===== src/rtl/alu_instr_sequencer.sv =====
// Control-step sequencer for register-register ALU instructions (T0..T6).
// Outputs are decoded from the state register and the live IR contents only.
module alu_instr_sequencer #(
  parameter int DATA_W    = 32,
  parameter int OPC_W     = 5,
  parameter int REG_SEL_W = 4,
  parameter int AUTO_LOOP = 0,
  localparam int NREG     = 2 ** REG_SEL_W
) (
  input  logic              clk,
  input  logic              clr,
  input  logic              start,
  input  logic              mem_ready,
  input  logic [DATA_W-1:0] ir,
  output logic              pc_out,
  output logic              zlo_out,
  output logic              zhi_out,
  output logic              mdr_out,
  output logic              mar_enable,
  output logic              pc_enable,
  output logic              pc_increment,
  output logic              mdr_enable,
  output logic              read,
  output logic              ir_enable,
  output logic              y_enable,
  output logic              z_enable,
  output logic              lo_enable,
  output logic              hi_enable,
  output logic [NREG-1:0]   reg_out_sel,
  output logic [NREG-1:0]   reg_in_sel,
  output logic [OPC_W-1:0]  alu_op,
  output logic              busy,
  output logic              done,
  output logic              illegal
);

  typedef enum logic [2:0] {IDLE, T0, T1, T2, T3, T4, T5, T6} state_t;

  localparam logic [OPC_W-1:0] OP_ADD  = OPC_W'(5'b00011);
  localparam logic [OPC_W-1:0] OP_SUB  = OPC_W'(5'b00100);
  localparam logic [OPC_W-1:0] OP_AND  = OPC_W'(5'b00101);
  localparam logic [OPC_W-1:0] OP_OR   = OPC_W'(5'b00110);
  localparam logic [OPC_W-1:0] OP_ROR  = OPC_W'(5'b00111);
  localparam logic [OPC_W-1:0] OP_ROL  = OPC_W'(5'b01000);
  localparam logic [OPC_W-1:0] OP_SHR  = OPC_W'(5'b01001);
  localparam logic [OPC_W-1:0] OP_SHRA = OPC_W'(5'b01010);
  localparam logic [OPC_W-1:0] OP_SHL  = OPC_W'(5'b01011);
  localparam logic [OPC_W-1:0] OP_DIV  = OPC_W'(5'b01111);
  localparam logic [OPC_W-1:0] OP_MUL  = OPC_W'(5'b10000);
  localparam logic [OPC_W-1:0] OP_NEG  = OPC_W'(5'b10001);
  localparam logic [OPC_W-1:0] OP_NOT  = OPC_W'(5'b10010);

  state_t state_reg, state_next, done_next;

  logic [OPC_W-1:0]     op;
  logic [REG_SEL_W-1:0] ra, rb, rc;
  logic [NREG-1:0]      ra_hot, rb_hot, rc_hot;
  logic                 is_3reg, is_unary, is_hilo;

  assign op = ir[DATA_W-1 -: OPC_W];
  assign ra = ir[DATA_W-OPC_W-1 -: REG_SEL_W];
  assign rb = ir[DATA_W-OPC_W-REG_SEL_W-1 -: REG_SEL_W];
  assign rc = ir[DATA_W-OPC_W-2*REG_SEL_W-1 -: REG_SEL_W];

  // Low IR bits below rc carry no meaning for this instruction format.
  generate
    if (DATA_W > OPC_W + 3*REG_SEL_W) begin : g_low_bits
      logic unused_low;
      assign unused_low = ^ir[DATA_W-OPC_W-3*REG_SEL_W-1:0];
    end
  endgenerate

  genvar gi;
  generate
    for (gi = 0; gi < NREG; gi++) begin : g_onehot
      assign ra_hot[gi] = (ra == REG_SEL_W'(gi));
      assign rb_hot[gi] = (rb == REG_SEL_W'(gi));
      assign rc_hot[gi] = (rc == REG_SEL_W'(gi));
    end
  endgenerate

  always_comb begin
    is_3reg  = 1'b0;
    is_unary = 1'b0;
    is_hilo  = 1'b0;
    case (op)
      OP_ADD, OP_SUB, OP_AND, OP_OR, OP_ROR,
      OP_ROL, OP_SHR, OP_SHRA, OP_SHL: is_3reg  = 1'b1;
      OP_NEG, OP_NOT:                  is_unary = 1'b1;
      OP_DIV, OP_MUL:                  is_hilo  = 1'b1;
      default:                         ;
    endcase
  end

  always_ff @(posedge clk or posedge clr) begin
    if (clr) state_reg <= IDLE;
    else     state_reg <= state_next;
  end

  assign done_next = (AUTO_LOOP != 0) ? T0 : IDLE;

  always_comb begin
    state_next   = state_reg;
    pc_out       = 1'b0;
    zlo_out      = 1'b0;
    zhi_out      = 1'b0;
    mdr_out      = 1'b0;
    mar_enable   = 1'b0;
    pc_enable    = 1'b0;
    pc_increment = 1'b0;
    mdr_enable   = 1'b0;
    read         = 1'b0;
    ir_enable    = 1'b0;
    y_enable     = 1'b0;
    z_enable     = 1'b0;
    lo_enable    = 1'b0;
    hi_enable    = 1'b0;
    reg_out_sel  = '0;
    reg_in_sel   = '0;
    alu_op       = '0;
    done         = 1'b0;
    illegal      = 1'b0;
    busy         = (state_reg != IDLE);
    case (state_reg)
      IDLE: if (start) state_next = T0;
      T0: begin
        pc_out       = 1'b1;
        mar_enable   = 1'b1;
        pc_increment = 1'b1;
        state_next   = T1;
      end
      T1: begin
        read       = 1'b1;
        mdr_enable = 1'b1;
        if (mem_ready) state_next = T2;
      end
      T2: begin
        mdr_out    = 1'b1;
        ir_enable  = 1'b1;
        state_next = T3;
      end
      T3: begin
        // First cycle in which the freshly loaded opcode is visible.
        if (is_3reg) begin
          reg_out_sel = rb_hot;
          y_enable    = 1'b1;
          state_next  = T4;
        end else if (is_hilo) begin
          reg_out_sel = ra_hot;
          y_enable    = 1'b1;
          state_next  = T4;
        end else if (is_unary) begin
          state_next  = T4;
        end else begin
          illegal     = 1'b1;
          state_next  = IDLE;
        end
      end
      T4: begin
        alu_op      = op;
        z_enable    = 1'b1;
        reg_out_sel = is_3reg ? rc_hot : rb_hot;
        state_next  = T5;
      end
      T5: begin
        zlo_out = 1'b1;
        if (is_hilo) begin
          lo_enable  = 1'b1;
          state_next = T6;
        end else begin
          reg_in_sel = ra_hot;
          done       = 1'b1;
          state_next = done_next;
        end
      end
      T6: begin
        zhi_out    = 1'b1;
        hi_enable  = 1'b1;
        done       = 1'b1;
        state_next = done_next;
      end
      default: state_next = IDLE;
    endcase
  end

endmodule


===== config.mk =====
export PLATFORM = sky130hd
export DESIGN_NAME = alu_instr_sequencer
export DESIGN_NICKNAME = d
export VERILOG_FILES = /design/src/rtl/alu_instr_sequencer.sv
export SDC_FILE = /design/constraint.sdc
export NUM_CORES = 1
export LEC_CHECK = 0
export BUFFER_PORTS_ARGS = -buffer_cell sky130_fd_sc_hd__buf_4
export CAP_MARGIN = 20
export CORE_ASPECT_RATIO = 1.4
export CORE_MARGIN = 2
export CORE_UTILIZATION = 40
export CTS_CLUSTER_SIZE = 12
export DETAILED_ROUTE_END_ITERATION = 7
export PLACE_DENSITY = 0.89
export SYNTH_ARGS = -nofsm -noshare
export SYNTH_HDL_FRONTEND = slang
export SYNTH_SLANG_ARGS = --single-unit

===== constraint.sdc =====
create_clock -name clk -period 2 [get_ports clk]
set_input_delay 0.2 -clock clk [delete_from_list [all_inputs] [get_ports clk]]
set_output_delay 0.2 -clock clk [all_outputs]
set_load 0.1 [all_outputs]

==> flow_summary.ini <==
[floorplanning]
core_mm2 = 0.00264
initial_core_util_pct = 42.1
die_h_um = 66.4
dieArea_mm2 = 0.00322
placementRows = 22
die_x_um = 48.6
ios = 90

[placement]
dpl-instance-area_mm2 = 0.00198
dpl.cell_count = 281
routabilityCongestion = 0.908
hpwl_um = 3410
portBuffers = 73
place_ws_ps = -141

[synthesis]
synth_top_family_by_area = simple AND/OR/NAND/NOR gates
synth.distinct_cells = 40
synthSimpleGateAreaFrac_pct = 45.7
yosysMostFrequentCell = nor2_1
synthesis.area_mm2 = 0.00111
synth-seq-area-share_pct = 6.75
synth_edf_count = 0
synthAdderAreaFrac_pct = 0
synth_top_cells_by_area = o211ai_1, nor2_1, dfrtp_1
synthTopCellsByCount = nor2_1, o211ai_1, nand2_1
synthXorXnorAreaFrac_pct = 0
yosys_warnings = 0
synth_area_leader_cell = o211ai_1
async_flop_share_pct = 100
synth_top_cell_area_share_pct = 18.9
syn-num-nets = 203
syn_inst = 167
avgSynthCellArea_um2 = 6.66
synth_flop_cell = dfrtp_1
synth_compound_area_share_pct = 32.5
synthMuxAreaShare_pct = 2.02
synth_seq_cells = 3

[route]
met3_length_um = 291
wl_met2_um = 2590
num_vias = 1695
wl_per_cell_um = 16.3
ant_nets = 0
via_per_inst = 5.75
totalWireLength_um = 4810
drc = 0
drt_iter0_markers = 70
wl_met1_um = 1810
drtPass1Iterations = 4
top_layer = met4

[worst_setup_path]
cp-end-kind = output pin
path_max_fanout = 6
critPathArrivalTime_ps = 1890
r2r_start = state_reg[0]
regToRegSetupSlack_ps = 670
worst-r2r-cell-count = 6
worstSetupPathType = reg2out
crit_path_start = state_reg[1]
timing.rr.end = state_reg[2]
cp.required_ps = 1800
crit_chain = or2b_4, nor2_4, nand4_2, o211ai_1, buf_6
endpoint = reg_out_sel[12]
cp_slowest_cell = dfrtp_1
start_kind = flop
critPathMaxStageDelay_ps = 390

[finish]
final_cells = 295
syn2layout_area_growth_pct = 105
largest_reg_flops = 3
final_area_mm2 = 0.00228
drive_gt1_share_pct = 63.3
fin_nets = 296
antenna_cells = 0
num-fill-cells = 144

[clock_network]
htree_levels = 1
cts_root_buf = clkbuf_4
cts_tree = built
clkLatencyLatePin_ps = 250
cts_sinks = 3
numCtsBuffers = 3
cts.clk_slew.worst_paths_ps = 40
cts_buffer_depth = 2

[timing]
tightest_slew_ps = 537
hold_viol = 0
drv_slew = 0
tns_ps = -494
fin_crit_ps = 2090
final.period_utilization_pct = 104
max_freq_ghz = 0.480
maxSlewHeadroom_pct = 64.1
rsz0062_at_grt = true
setup_viol = 12
skew_ps = 6.61
layout_setup_ws_ps = -85.0
timing.hold.ws_ps = 266

[global_routing]
grt_pass1_wl_um = 7350
antenna_found_initial = 0
grt_pass1_vias = 1583
grt_max_degree = 17
grt-ovfl-total = 0
grt_usage_pct = 28.9

[job]
cap_violations = 0

[worst_hold_path]
hp-class = in2reg

[run_status]
violations = negative setup slack
status = finished, violations left

[power]
ir_drop_uv = 881
power.leakage_uw = 0.000927
power.density_mw_per_mm2 = 827
## metal layers
| layer | track usage [%] | vias to the layer above |
|---|---|---|
| met4 | 7.50 | 0 |
| met3 | 3.85 | 12 |
| li1 | - | 806 |
| met5 | 0 | - |
| met1 | 31.6 | 804 |
| met2 | 58.0 | 73 |
## critical path: cells and delay by family (launching register included)
kind / cells / cell delay, ps
compound gates: 1 / 300
buf+inv: 1 / 270
flops: 1 / 390
simple gates: 3 / 680
## repair_timing
item                       in CTS  in global routing
setup endpoints to repair      21                 33
buffers inserted                4                  5
resized for setup              35                 17
hold endpoints to repair        3                  0
pin swaps                       8                  6
hold buffers                    1                  0
## layout make-up
type	count	area, um2	share of cell area (%)
multi-input combinational	144	1160	51.0
timing repair buffer	103	951	41.6
sequential	3	75.1	3.29
tap	36	45.0	1.97
clock buffer	4	26.3	1.15
inverter	5	22.5	0.986
## kinds of logic after synthesis
| group | after synthesis |
|---|---|
| AND/OR/NAND/NOR | 94 |
| AO/OA/AOI/OAI | 47 |
| buffers and inverters | 20 |
| flip-flops | 3 |
| multiplexers | 2 |
| other | 1 |
## how the worst min path moves through the flow
stage / start / endpoint / slack, ps / cells after the start
finish: mem_ready / state_reg[0] / 270 / 3
global route: mem_ready / state_reg[0] / 290 / 3
CTS: mem_ready / state_reg[0] / 270 / 3
detailed placement: clr / state_reg[2] / 80 / 2
global placement: clr / state_reg[2] / 70 / 2
floorplan: clr / state_reg[0] / -50 / 1
## per-stage QoR
stage / utilization [%] / power [uW]
finish: 86.5 / 1890
floorplan: - / 1560
global route: 86.5 / 1970
CTS: 82.6 / 1840
global placement: 74.8 / 1650
detailed placement: 74.8 / 1660
## cells in the final DEF, fill, tap and decap left out, types with 3 or more instances in the layout
master,netlist,final
o2111ai_1,5,5
nor2_1,29,9
clkbuf_4,0,3
nor2_4,0,17
buf_12,0,5
nand3_4,0,3
o211ai_1,28,28
nand3_2,0,3
and3_2,1,3
nand3_1,10,4
and2b_2,7,7
nor4_1,3,3
buf_6,2,26
a21oi_1,4,4
inv_1,5,4
buf_4,6,69
nand2_1,17,14
nand2b_1,3,3
nor2_2,0,3
and3_1,6,4
dfrtp_1,3,3
## report_power, final
| part | switching, uW | internal, uW | total [uW] |
|---|---|---|---|
| Clock | 41.4 | 75.4 | 117 |
| Combinational | 1220 | 434 | 1660 |
| Sequential | 27.5 | 87.9 | 115 |
| Total | 1290 | 597 | 1890 |
Note: power is estimated with default switching activity, not from simulation.
